==> src/rtl/pipe_collision_scorer_if.sv <==
// pipe_collision_scorer_if: game state, bird and pipe positions in; collision and score out.
interface pipe_collision_scorer_if;
    logic [1:0] iState;
    logic signed [31:0] iBirdY;
    logic signed [31:0] iPipe1X, iPipe1Y, iPipe2X, iPipe2Y, iPipe3X, iPipe3Y;
    logic oCollision;
    logic [15:0] oScore;
    logic oScoreTick;
    modport master (
        output iState, iBirdY, iPipe1X, iPipe1Y, iPipe2X, iPipe2Y, iPipe3X, iPipe3Y,
        input oCollision, oScore, oScoreTick
    );
    modport slave (
        input iState, iBirdY, iPipe1X, iPipe1Y, iPipe2X, iPipe2Y, iPipe3X, iPipe3Y,
        output oCollision, oScore, oScoreTick
    );
endinterface

==> src/rtl/pipe_collision_scorer.sv <==
// pipe_collision_scorer: round-robin pipe/ground collision check and saturating pass score.
module pipe_collision_scorer #(
    parameter int BIRD_X = 100,
    parameter int BIRD_SIZE = 24,
    parameter int PIPE_WIDTH = 52,
    parameter int PIPE_GAP_HEIGHT = 100,
    parameter int GROUND_Y = 430,
    parameter int SCORE_MAX = 9999
) (
    input logic iClock,
    input logic iReset,
    pipe_collision_scorer_if.slave bus
);
    localparam logic signed [31:0] BX = BIRD_X;
    localparam logic signed [31:0] BXR = BIRD_X + BIRD_SIZE;
    localparam logic signed [31:0] BS = BIRD_SIZE;
    localparam logic signed [31:0] PW = PIPE_WIDTH;
    localparam logic signed [31:0] GAP = PIPE_GAP_HEIGHT;
    localparam logic signed [31:0] GY = GROUND_Y;
    localparam logic signed [31:0] INVALID = -1;
    localparam logic [15:0] SMAX = 16'(SCORE_MAX);

    typedef enum logic [2:0] {CAP, P1, P2, P3, GND} sweep_t;

    sweep_t st;
    logic signed [31:0] bird_y;
    logic signed [31:0] px [3];
    logic signed [31:0] py [3];
    logic [2:0] passed;
    logic collision, tick;
    logic [15:0] score;

    logic [1:0] idx;
    logic signed [31:0] x, y;
    logic valid, hit, pass, rearm, inc, gnd_hit;

    // Only one pipe is evaluated per cycle, so a single comparator set is shared.
    always_comb begin
        idx = st == P1 ? 2'd0 : st == P2 ? 2'd1 : 2'd2;
        x = px[idx];
        y = py[idx];
        valid = y != INVALID;
        hit = valid && x < BXR && x + PW > BX && (bird_y < y || bird_y + BS > y + GAP);
        pass = valid && x + PW < BX && !passed[idx];
        rearm = !valid || x >= BXR;
        inc = pass && !collision && score != SMAX;
        gnd_hit = bird_y + BS >= GY || bird_y < 0;
    end

    always_ff @(posedge iClock) begin
        if (iReset || bus.iState == 2'd0) begin
            st <= CAP;
            bird_y <= '0;
            px <= '{default: '0};
            py <= '{default: '0};
            passed <= '0;
            collision <= 1'b0;
            tick <= 1'b0;
            score <= '0;
        end else if (bus.iState[1]) begin
            st <= CAP;
            tick <= 1'b0;
        end else begin
            tick <= 1'b0;
            case (st)
                CAP: begin
                    bird_y <= bus.iBirdY;
                    px <= '{bus.iPipe1X, bus.iPipe2X, bus.iPipe3X};
                    py <= '{bus.iPipe1Y, bus.iPipe2Y, bus.iPipe3Y};
                    st <= P1;
                end
                P1, P2, P3: begin
                    collision <= collision | hit;
                    passed[idx] <= pass ? 1'b1 : rearm ? 1'b0 : passed[idx];
                    score <= inc ? score + 16'd1 : score;
                    tick <= inc;
                    st <= st == P1 ? P2 : st == P2 ? P3 : GND;
                end
                GND: begin
                    collision <= collision | gnd_hit;
                    st <= CAP;
                end
                default: st <= CAP;
            endcase
        end
    end

    assign bus.oCollision = collision;
    assign bus.oScore = score;
    assign bus.oScoreTick = tick;
endmodule

==> src/flat_wrapper.sv <==
// flat-port wrapper written by rule: the top's interface ports become plain ports
module pipe_collision_scorer_flat 
#(
    parameter int BIRD_X = 100,
    parameter int BIRD_SIZE = 24,
    parameter int PIPE_WIDTH = 52,
    parameter int PIPE_GAP_HEIGHT = 100,
    parameter int GROUND_Y = 430,
    parameter int SCORE_MAX = 9999
)
  (iClock, iReset, bus_iState, bus_iBirdY, bus_iPipe1X, bus_iPipe1Y, bus_iPipe2X, bus_iPipe2Y, bus_iPipe3X, bus_iPipe3Y, bus_oCollision, bus_oScore, bus_oScoreTick);
  pipe_collision_scorer_if bus_i ();
  input logic iClock;
  input logic iReset;
  input wire logic [$bits(bus_i.iState)-1:0] bus_iState;
  input wire logic [$bits(bus_i.iBirdY)-1:0] bus_iBirdY;
  input wire logic [$bits(bus_i.iPipe1X)-1:0] bus_iPipe1X;
  input wire logic [$bits(bus_i.iPipe1Y)-1:0] bus_iPipe1Y;
  input wire logic [$bits(bus_i.iPipe2X)-1:0] bus_iPipe2X;
  input wire logic [$bits(bus_i.iPipe2Y)-1:0] bus_iPipe2Y;
  input wire logic [$bits(bus_i.iPipe3X)-1:0] bus_iPipe3X;
  input wire logic [$bits(bus_i.iPipe3Y)-1:0] bus_iPipe3Y;
  output wire logic [$bits(bus_i.oCollision)-1:0] bus_oCollision;
  output wire logic [$bits(bus_i.oScore)-1:0] bus_oScore;
  output wire logic [$bits(bus_i.oScoreTick)-1:0] bus_oScoreTick;
  assign bus_i.iState = bus_iState;
  assign bus_i.iBirdY = bus_iBirdY;
  assign bus_i.iPipe1X = bus_iPipe1X;
  assign bus_i.iPipe1Y = bus_iPipe1Y;
  assign bus_i.iPipe2X = bus_iPipe2X;
  assign bus_i.iPipe2Y = bus_iPipe2Y;
  assign bus_i.iPipe3X = bus_iPipe3X;
  assign bus_i.iPipe3Y = bus_iPipe3Y;
  assign bus_oCollision = bus_i.oCollision;
  assign bus_oScore = bus_i.oScore;
  assign bus_oScoreTick = bus_i.oScoreTick;
  pipe_collision_scorer #(.BIRD_X(BIRD_X), .BIRD_SIZE(BIRD_SIZE), .PIPE_WIDTH(PIPE_WIDTH), .PIPE_GAP_HEIGHT(PIPE_GAP_HEIGHT), .GROUND_Y(GROUND_Y), .SCORE_MAX(SCORE_MAX)) u_core (.iClock(iClock), .iReset(iReset), .bus(bus_i));
endmodule
==> config.mk <==
export PLATFORM = sky130hd
export DESIGN_NAME = pipe_collision_scorer_flat
export DESIGN_NICKNAME = d
export VERILOG_FILES = /design/src/rtl/pipe_collision_scorer_if.sv /design/src/rtl/pipe_collision_scorer.sv /design/src/flat_wrapper.sv
export SDC_FILE = /design/constraint.sdc
export NUM_CORES = 1
export LEC_CHECK = 0
export CAP_MARGIN = 20
export CORE_MARGIN = 5
export CORE_UTILIZATION = 35
export CTS_BUF_LIST = sky130_fd_sc_hd__clkbuf_16
export DETAILED_ROUTE_END_ITERATION = 8
export GPL_ROUTABILITY_DRIVEN = 0
export GPL_TIMING_DRIVEN = 1
export SLEW_MARGIN = 30
export SYNTH_ARGS = -nofsm -noshare
export SYNTH_HDL_FRONTEND = slang
export SYNTH_SLANG_ARGS = --single-unit
==> constraint.sdc <==
create_clock -name iClock -period 9.5 [get_ports iClock]
set_input_delay 1.9 -clock iClock [delete_from_list [all_inputs] [get_ports iClock]]
set_output_delay 1.9 -clock iClock [all_outputs]
set_load 0.05 [all_outputs]
==> qor.csv, run 1 <==
stage;metric;value;unit
status;status;finished, final reports clean;
clock_tree;cts_setup_buffers;0;
pwr;pwr-share-comb;18.5;%
global_routing;grt_overflow;0;
timing;period_share;65.3;%
timing;hold_viol;0;
clock_tree;clkSlewWorstSetupHoldPaths;0.06;ns
routing;wl_per_cell;18.5;µm
setup_path;cp.required;9.97;ns
setup_path;worstSetupEndpointType;flop;
setup_path;reg2reg_depth;21;
place;dp_hpwl;34.0;mm
clock_tree;cts.path.max_buffers;3;
global_routing;first_global_vias;12900;
setup_path;crit_fanout;38;
cells_and_area;areaGrowthSynthToFinish;27.1;%
setup_path;crit_path_start_kind;flop;
global_routing;antenna_found_initial;0;
setup_path;arrival;6.67;ns
timing;slew_headroom;39.5;%
global_routing;track_usage;20.5;%
clock_tree;post_cts_resized;0;
timing;finalSetupTns;0;ns
cells_and_area;drive_above_1_share;4.72;%
logic_synthesis;avgSynthCellArea;7.65;µm²
min_path;worstHoldPathType;flop to flop;
cells_and_area;stdcell_count;2441;
timing;period_needed;6.20;ns
logic_synthesis;synth_flop_cell;dfxtp_1;
pwr;clkPwrFrac;39.4;%
routing;dr.pass1.iters;7;
pwr;p_sw;0.759;mW
place;place_inst;2394;
timing;skew;0.0280;ns
timing;hold_ws;0.454;ns
cells_and_area;nets;2207;
floorplan;num_rows;71;
place;placed_area;16000;µm²
cells_and_area;num-fill-cells;3860;
timing;rsz0062_at_grt;false;
setup_path;cp-endpoint;u_core.bus.oCollision;
logic_synthesis;syn-instance-count;1745;
cells_and_area;mostFrequentLayoutCells;489 x nand2_1, 259 x a21oi_1, 246 x dfxtp_1;
clock_tree;cts_buffers;28;
cells_and_area;final_common_cell;nand2_1;
clock_tree;htreeDepth;1;
logic_synthesis;synth_nets;2038;
setup_path;crit_path_start;u_core.st[1];
floorplan;die_w;205;µm
floorplan;boundaryPins;246;
global_routing;grt_pass1_wl;69.6;mm
clock_tree;clock-root-buffer;clkbuf_16;
pwr;worst_ir_drop_vdd;123;µV
setup_path;r2r_slack;3.30;ns
timing;fmax;161;MHz
pwr;p_int;1.93;mW
floorplan;die-area;42200;µm²
logic_synthesis;synth.ff_latch_count;248;
logic_synthesis;ys_async_sr_fraction;0;%
routing;detail-route-antenna-nets;0;
timing;setup_viol;0;
logic_synthesis;netlist_area;13400;µm²
min_path;holdPathStages;2;
cells_and_area;finalInstanceArea;17000;µm²
job;drv_cap;0;
clock_tree;worst_skew_pair.late_latency;0.57;ns
timing;fin_ws;3.30;ns
routing;initialDrtViolationCount;1000;
pwr;switching_share;28.2;%
floorplan;core_region_area;37700;µm²
routing;via_per_inst;5.34;
pwr;seq_power_share;42.1;%
clock_tree;cts_hold_buffers;0;
timing;drv_slew;0;
logic_synthesis;ys_types;74;
routing;vias;13000;
pwr;p_leak;6.08;nW
setup_path;reg2reg_from;u_core.st[1];
place;dp_slack;2.86;ns
setup_path;crit_type;flop to flop;
global_routing;grt_max_degree;114;
logic_synthesis;synth.yosys.warnings;0;
clock_tree;clock_sinks;248;
floorplan;die_height;205;µm
timing;tightest_slew;0.908;ns
routing;wirelength;45.2;mm
place;port_buffers;245;
floorplan;start_util;35.5;%
logic_synthesis;seq_area_frac_synth;37.2;%
setup_path;reg2reg_to;u_core.bus.oCollision;
clock_tree;cts_tree;done;
pwr;p_per_area;158;nW/µm²
routing;drcViolationCount;0;
logic_synthesis;synth_edf_count;0;
worst max-delay path, cell delays in order (launching register included):
cell	delay [ns]
dfxtp_2	0.71
xnor2_4	0.32
nor2_4	0.33
buf_4	0.48
o22ai_1	0.26
nor3_1	0.48
nand2b_1	0.30
nor3_1	0.51
nand2_1	0.16
nor3_1	0.21
xnor2_1	0.11
ha_1	0.32
nand4_1	0.10
nor3_1	0.45
and4_1	0.30
nand2_1	0.07
a221o_1	0.27
nand4_1	0.09
a21oi_1	0.04
a41oi_1	0.25
o211ai_1	0.13
a21oi_1	0.16
final cells by class:
cell class / count / area, µm² / area share, %
Timing Repair Buffer: 257 / 2570 / 15.1
Clock buffer: 28 / 701 / 4.13
Sequential cell: 248 / 4970 / 29.3
Multi-Input combinational cell: 1354 / 7800 / 46.0
Tap cell: 511 / 639 / 3.77
Antenna cell: 1 / 2.50 / 0.0147
Inverter: 25 / 93.8 / 0.553
Clock inverter: 17 / 195 / 1.15
power by group through the flow:
stage | Clock, mW | Combinational (mW) | Sequential (mW)
3_3_place_gp | 0 | 0.483 | 1.15
5_1_grt | 1.12 | 0.549 | 1.14
3_5_place_dp | 0 | 0.492 | 1.15
2_1_floorplan | 0 | 0.310 | 1.13
6_report | 1.06 | 0.497 | 1.13
4_1_cts | 1.08 | 0.495 | 1.13
through the flow:
step | power [mW] | util [%]
3_3_place_gp | 1.64 | 42.5
6_report | 2.69 | 45.1
2_1_floorplan | 1.44 | -
3_5_place_dp | 1.65 | 42.6
5_1_grt | 2.81 | 45.0
4_1_cts | 2.71 | 44.9
cells in the mapped netlist, types with 14 or more instances:
cell,count,area share [%]
a21oi_1,259,9.7
inv_1,24,0.67
nand2_1,489,14
nor3_1,28,1.0
o21ai_0,41,1.5
ha_1,65,6.1
nand4_1,35,1.6
xnor2_1,38,2.5
nand3b_1,21,1.2
or3_1,20,0.94
o22ai_1,30,1.4
dfxtp_1,248,37
xor2_1,20,1.3
nand3_1,25,0.94
clkbuf_1,84,2.4
o21ai_1,14,0.52
a21o_1,26,1.5
o22a_1,59,3.9
nor2_1,42,1.2
routing by layer:
metal  track usage (%)  share of wire [%]  up-vias
met4              6.96                3.6        0
met5                 0                  0        -
li1                  -                  -     6471
met3              2.96                5.0       87
met1              26.4                 43     6124
met2              35.1                 48      361
worst min path at each step:
stage,from,to,slack (ns)
finish,u_core.px[29],u_core.px[29],0.45
global route,u_core.px[70],u_core.px[70],0.47
CTS,u_core.px[29],u_core.px[29],0.45
detailed placement,u_core.px[6],u_core.px[6],0.45
global placement,u_core.px[74],u_core.px[74],0.44
floorplan,u_core.px[10],u_core.px[10],0.43
registers in the layout, summed over array words and instances (netlist names):
name / cells
u_core.passed: 3
u_core.px: 96
u_core.st: 3
u_core.py: 96
u_core.bird_y: 32
u_core.bus.oCollision: 1
u_core.bus.oScore: 16
u_core.bus.oScoreTick: 1
kinds of logic (layout without fill, tap and decap cells):
| family | count (synthesis) | in the layout | share of synthesized area (%) |
|---|---|---|---|
| buffers and inverters | 143 | 327 | 4.75 |
| DFF | 248 | 248 | 37.2 |
| muxes | 3 | 3 | 0.225 |
| adders and majority gates | 65 | 65 | 6.09 |
| xor gates and xnor gates | 58 | 58 | 3.80 |
| and+or+nand+nor | 739 | 739 | 25.5 |
| AOI/OAI and AO/OA | 489 | 489 | 22.5 |
| other | 0 | 1 | 0 |
(Power assumes the default switching activity.)
==> run 2: changes to the inputs <==
Clock period 9.5 ns to 5.6 ns, I/O delays scaled along.
==> qor.csv, run 2 (synthesis gave the netlist of run 1 again) <==
stage;metric;value;unit;change
status;status;finished, final reports clean;;
floorplan;core_region_area;37700;µm²;unchanged
routing;detail-route-antenna-nets;0;;unchanged
pwr;pwr-share-comb;18.7;%;+0.2 points
pwr;power;4.61;mW;+72%
global_routing;first_global_vias;12700;;-0.93%
clock_tree;clock_sinks;248;;unchanged
timing;fmax;193;MHz;+19%
setup_path;crit_type;flop to flop;;
setup_path;cp.required;6.08;ns;-3.89 ns
routing;wirelength;45.6;mm;+0.82%
timing;period_share;92.7;%;+27 points
pwr;clkPwrFrac;39.7;%;+0.3 points
min_path;worstHoldPathType;flop to flop;;
cells_and_area;top_regs;u_core.px (96), u_core.py (96), u_core.bird_y (32);;
pwr;p_leak;6.21;nW;+2.1%
setup_path;arrival;5.67;ns;-1.00 ns
floorplan;num_rows;71;;unchanged
pwr;p_int;3.33;mW;+73%
timing;period_needed;5.19;ns;-1.01 ns
setup_path;crit_path_start_kind;flop;;
cells_and_area;drive_above_1_share;5.39;%;+0.68 points
timing;rsz0062_at_grt;false;;
setup_path;worstSetupEndpointType;flop;;
global_routing;grt_pass1_wl;70.0;mm;+0.47%
pwr;switching_share;27.8;%;-0.42 points
routing;wl_per_cell;18.6;µm;+0.12%
timing;hold_viol;0;;unchanged
floorplan;die-area;42200;µm²;unchanged
global_routing;grt_overflow;0;;unchanged
routing;dr.pass1.iters;7;;unchanged
clock_tree;cts.path.max_buffers;3;;unchanged
timing;drv_slew;0;;unchanged
global_routing;grt_max_degree;225;;+97%
clock_tree;htreeDepth;1;;unchanged
timing;slew_headroom;39.5;%;about the same
cells_and_area;seq_area;4970;µm²;about the same
routing;via_per_inst;5.32;;-0.50%
routing;drcViolationCount;0;;unchanged
timing;finalSetupTns;0;ns;unchanged
place;port_buffers;245;;unchanged
place;dp_hpwl;34.1;mm;+0.34%
floorplan;die_w;205;µm;unchanged
cells_and_area;diodes;0;;-1
global_routing;track_usage;20.8;%;+0.30 points
timing;setup_viol;0;;unchanged
timing;tightest_slew;0.908;ns;-0.000125 ns
routing;initialDrtViolationCount;921;;-7.9%
pwr;p_per_area;269;nW/µm²;+70%
cells_and_area;areaGrowthSynthToFinish;28.5;%;
floorplan;boundaryPins;246;;unchanged
floorplan;die_height;205;µm;unchanged
floorplan;start_util;35.5;%;unchanged
cells_and_area;nets;2222;;+0.68%
clock_tree;clkSlewWorstSetupHoldPaths;0.06;ns;about the same
timing;skew;0.0106;ns;-0.0174 ns
cells_and_area;num-fill-cells;3825;;-0.91%
global_routing;antenna_found_initial;0;;unchanged
cells_and_area;final_common_cell;nand2_1;;
clock_tree;clock-root-buffer;clkbuf_16;;
cells_and_area;mostFrequentLayoutCells;489 x nand2_1, 259 x a21oi_1, 247 x dfxtp_1;;
clock_tree;cts_buffers;27;;-3.6%
routing;vias;13100;;+0.19%
pwr;worst_ir_drop_vdd;214;µV;+73%
job;drv_cap;0;;unchanged
cells_and_area;multi_input_area;7810;µm²;+0.11%
pwr;seq_power_share;41.6;%;-0.5 points
pwr;p_sw;1.28;mW;+69%
clock_tree;worst_skew_pair.late_latency;0.55;ns;-0.02 ns
setup_path;crit_fanout;13;;-66%
clock_tree;cts_tree;done;;
run 2: cell types whose count changed in the layout (fill, tap and decap cells not counted), moves of 2 or more:
cell / delta
buf_4: +14
buf_12: +6
buf_6: -4
inv_1: +3
clkinv_1: +2
clkinv_4: -2
clkinvlp_4: -2
nand2b_2: -2
nand2b_4: +2
nor3_1: -2
nor3_2: +2
run 2: repair_timing:
item | 4_1_cts | 5_1_grt
endpoints found under the setup margin | 0 | 1
resized for setup | 0 | 5
buffers inserted | 0 | 4
hold buffers | 0 | 0
run 2: path summary, 6_finish.rpt:
check        slack [ns]  cells past startpoint                     to           from
max reg2reg        0.41                     20  u_core.bus.oCollision   u_core.st[0]
max                0.41                     20  u_core.bus.oCollision   u_core.st[0]
min                0.45                      2          u_core.py[57]  u_core.py[57]
min reg2reg        0.45                      2          u_core.py[57]  u_core.py[57]
run 2: per-layer routing:
layer	vias up	wire (µm)	share of wire, %	global-route usage, %
met3	105	2690	5.9	3.29
met5	-	0	0	0
met1	6055	19300	42	26.7
li1	6496	-	-	-
met4	0	2020	4.4	8.01
met2	412	21700	47	35.1
run 2: layout make-up:
cell class	instances	area share [%]
clock inverter	19	1.17
multi-input combinational	1354	45.5
tap	511	3.73
clock buffer	28	4.08
sequential	248	29.0
timing repair buffer	273	16.0
inverter	25	0.547
run 2: stage by stage:
stage | hold WS, ns | utilization, % | cells | setup slack, ns | instance area [µm²]
after floorplan | 0.433 | - | 1745 | 0.757 | 13400
final | 0.454 | 45.6 | 2458 | 0.411 | 17200
after global routing | 0.473 | 45.6 | 2458 | 0.00824 | 17200
after CTS | 0.455 | 45.3 | 2453 | 0.322 | 17100
after global placement | 0.443 | 42.9 | 2406 | 0.515 | 16200
after detailed placement | 0.445 | 42.9 | 2406 | 0.348 | 16200
run 2: worst max-delay path, cell delays in order (launching register included):
cell and delay, ns:
dfxtp_1 0.46, nand2b_4 0.28, o22a_1 0.18, o22ai_1 0.17, or4_1 0.64, or3_4 0.40
or3_4 0.43, nor3_2 0.24, nand3_1 0.14, xnor2_1 0.18, ha_1 0.33, nand4_1 0.13
nor3_2 0.24, and4_1 0.26, nand2_1 0.08, a221o_1 0.28, nand4_1 0.10, a21oi_1 0.05
a41oi_1 0.22, o211ai_1 0.13, a21oi_1 0.17
run 2: power groups by stage:
stage | registers (mW) | clock network [mW] | logic, mW
floorplan | 1.92 | 0 | 0.526
global placement | 1.96 | 0 | 0.838
CTS | 1.92 | 1.88 | 0.856
detailed placement | 1.96 | 0 | 0.852
global route | 1.93 | 1.94 | 0.955
finish | 1.92 | 1.83 | 0.863
==> run 3: changes to the inputs <==
Settings changed: GPL_TIMING_DRIVEN 1 to 0, SETUP_SLACK_MARGIN from default to 0.2.
==> qor.csv, run 3 (synthesis gave the netlist of run 1 again) <==
stage;metric;value;unit;change
timing;period_share;94.1;%;+1.4 points
job;drv_cap;0;;unchanged
cells_and_area;mostFrequentLayoutCells;489 x nand2_1, 259 x a21oi_1, 246 x dfxtp_1;;
floorplan;die-area;42200;µm²;unchanged
setup_path;crit_fanout;10;;-3
place;placed_area;16500;µm²;+1.8%
place;dp_hpwl;39.5;mm;+16%
min_path;worstHoldPathType;flop to flop;;
floorplan;core_region_area;37700;µm²;unchanged
clock_tree;cts_buffers;27;;unchanged
cells_and_area;areaGrowthSynthToFinish;32.1;%;
timing;fmax;190;MHz;-1.5%
routing;initialDrtViolationCount;1069;;+16%
clock_tree;clock_sinks;248;;unchanged
timing;hold_ws;0.455;ns;+0.000816 ns
timing;tightest_slew;0.874;ns;-0.0339 ns
pwr;p_leak;6.43;nW;+3.5%
routing;wirelength;50.0;mm;+9.6%
timing;rsz0062_at_grt;false;;
clock_tree;clkSlewWorstSetupHoldPaths;0.07;ns;about the same
cells_and_area;finalInstanceArea;17600;µm²;+2.8%
floorplan;num_rows;71;;unchanged
cells_and_area;top_regs;u_core.px (96), u_core.py (96), u_core.bird_y (32);;
clock_tree;cts_tree;done;;
cells_and_area;nets;2318;;+4.3%
setup_path;arrival;5.75;ns;+0.08 ns
routing;via_per_inst;5.34;;+0.44%
setup_path;crit_type;flop to flop;;
timing;finalSetupTns;0;ns;unchanged
routing;wl_per_cell;19.6;µm;+5.3%
setup_path;crit_path_start_kind;flop;;
routing;detail-route-antenna-nets;0;;unchanged
cells_and_area;final_util;46.9;%;+1.3 points
setup_path;critPathMaxStageDelay;0.46;ns;-0.18 ns
global_routing;antenna_found_initial;1;;+1
cells_and_area;final_common_cell;nand2_1;;
floorplan;die_height;205;µm;unchanged
clock_tree;htreeDepth;1;;unchanged
timing;setup_viol;0;;unchanged
timing;slew_headroom;41.1;%;+1.6 points
place;place_inst;2502;;+4.0%
clock_tree;clock-root-buffer;clkbuf_16;;
status;status;finished, final reports clean;;
floorplan;boundaryPins;246;;unchanged
setup_path;cp.required;6.08;ns;about the same
global_routing;grt_overflow;0;;unchanged
floorplan;die_w;205;µm;unchanged
global_routing;track_usage;22.8;%;+2.1 points
cells_and_area;drive_above_1_share;6.50;%;+1.1 points
timing;hold_viol;0;;unchanged
clock_tree;cts_hold_buffers;0;;unchanged
routing;drcViolationCount;0;;unchanged
setup_path;slowest_stage;or3_4;;
timing;drv_slew;0;;unchanged
clock_tree;worst_skew_pair.late_latency;0.56;ns;about the same
floorplan;start_util;35.5;%;unchanged
global_routing;first_global_vias;13600;;+7.1%
timing;skew;0.0106;ns;+0.0000344 ns
setup_path;worstSetupEndpointType;flop;;
global_routing;grt_max_degree;15;;-93%
routing;vias;13700;;+4.5%
routing;dr.pass1.iters;6;;-1
timing;period_needed;5.27;ns;+0.0811 ns
cells_and_area;stdcell_count;2558;;+4.1%
place;port_buffers;245;;unchanged
clock_tree;cts.path.max_buffers;3;;unchanged
pwr;p_per_area;267;nW/µm²;-0.58%
global_routing;grt_pass1_wl;75.5;mm;+7.9%
pwr;worst_ir_drop_vdd;174;µV;-19%
==> run 3: changes by cell type in the layout (fill, tap and decap cells not counted), moves of 6 or more <==
| cell | change |
|---|---|
| buf_12 | -7 |
| buf_2 | +8 |
| buf_4 | -7 |
| buf_6 | +9 |
| buf_8 | +8 |
| clkbuf_1 | +80 |
| clkinv_2 | +6 |
==> run 3: path summary, 6_finish.rpt <==
kind	from	end	slack, ns	cells after the start
worst max-delay path	u_core.st[1]	u_core.bus.oCollision	0.33	25
worst min-delay path	u_core.px[16]	u_core.px[16]	0.46	2
worst max register to register	u_core.st[1]	u_core.bus.oCollision	0.33	25
worst min register to register	u_core.px[16]	u_core.px[16]	0.46	2
==> run 3: repair_timing <==
item / CTS / global route
buffers inserted: 0 / 5
cloned: 0 / 0
resized for setup: 30 / 30
pin swaps: 0 / 6
endpoints found under the setup margin: 1 / 1
==> run 3: worst max-delay path: cells and delay by family, from the launching register on <==
kind | cells | cell delay [ns]
buffers and inverters | 3 | 0.51
xor gates and xnor gates | 1 | 0.19
adders and majority gates | 2 | 0.53
AOI/OAI and AO/OA | 7 | 1.23
and+or+nand+nor | 12 | 2.30
DFF | 1 | 0.40
==> run 3: layer usage <==
metal / GRT usage, % / wire, µm / vias up / part of all wire (%)
met4: 8.37 / 2180 / 0 / 4.4
met1: 29.7 / 21500 / 6382 / 43
met5: 0 / 0 / - / 0
li1: - / - / 6710 / -
met3: 2.73 / 2820 / 104 / 5.6
met2: 39.0 / 23600 / 463 / 47
==> run 3: area by class of cell <==
class	instances	area, µm²
Fill cell	3807	20000
Multi-Input combinational cell	1354	7870
Sequential cell	248	4970
Timing Repair Buffer	251	2500
Clock buffer	27	676
Buffer	118	652
Tap cell	511	639
Clock inverter	23	249
Inverter	25	93.8
Antenna cell	1	2.50
==> run 3: power by group <==
part	switching, mW	internal, mW
logic	0.508	0.411
clock network	0.769	1.11
registers	0.0699	1.85
total	1.35	3.37
==> run 3: through the flow <==
stage / power [mW] / worst slack [ns]
after global routing: 4.90 / 0.154
final: 4.72 / 0.330
after global placement: 2.83 / -0.750
after CTS: 4.72 / 0.220
after detailed placement: 2.84 / -0.888
after floorplan: 2.45 / 0.757
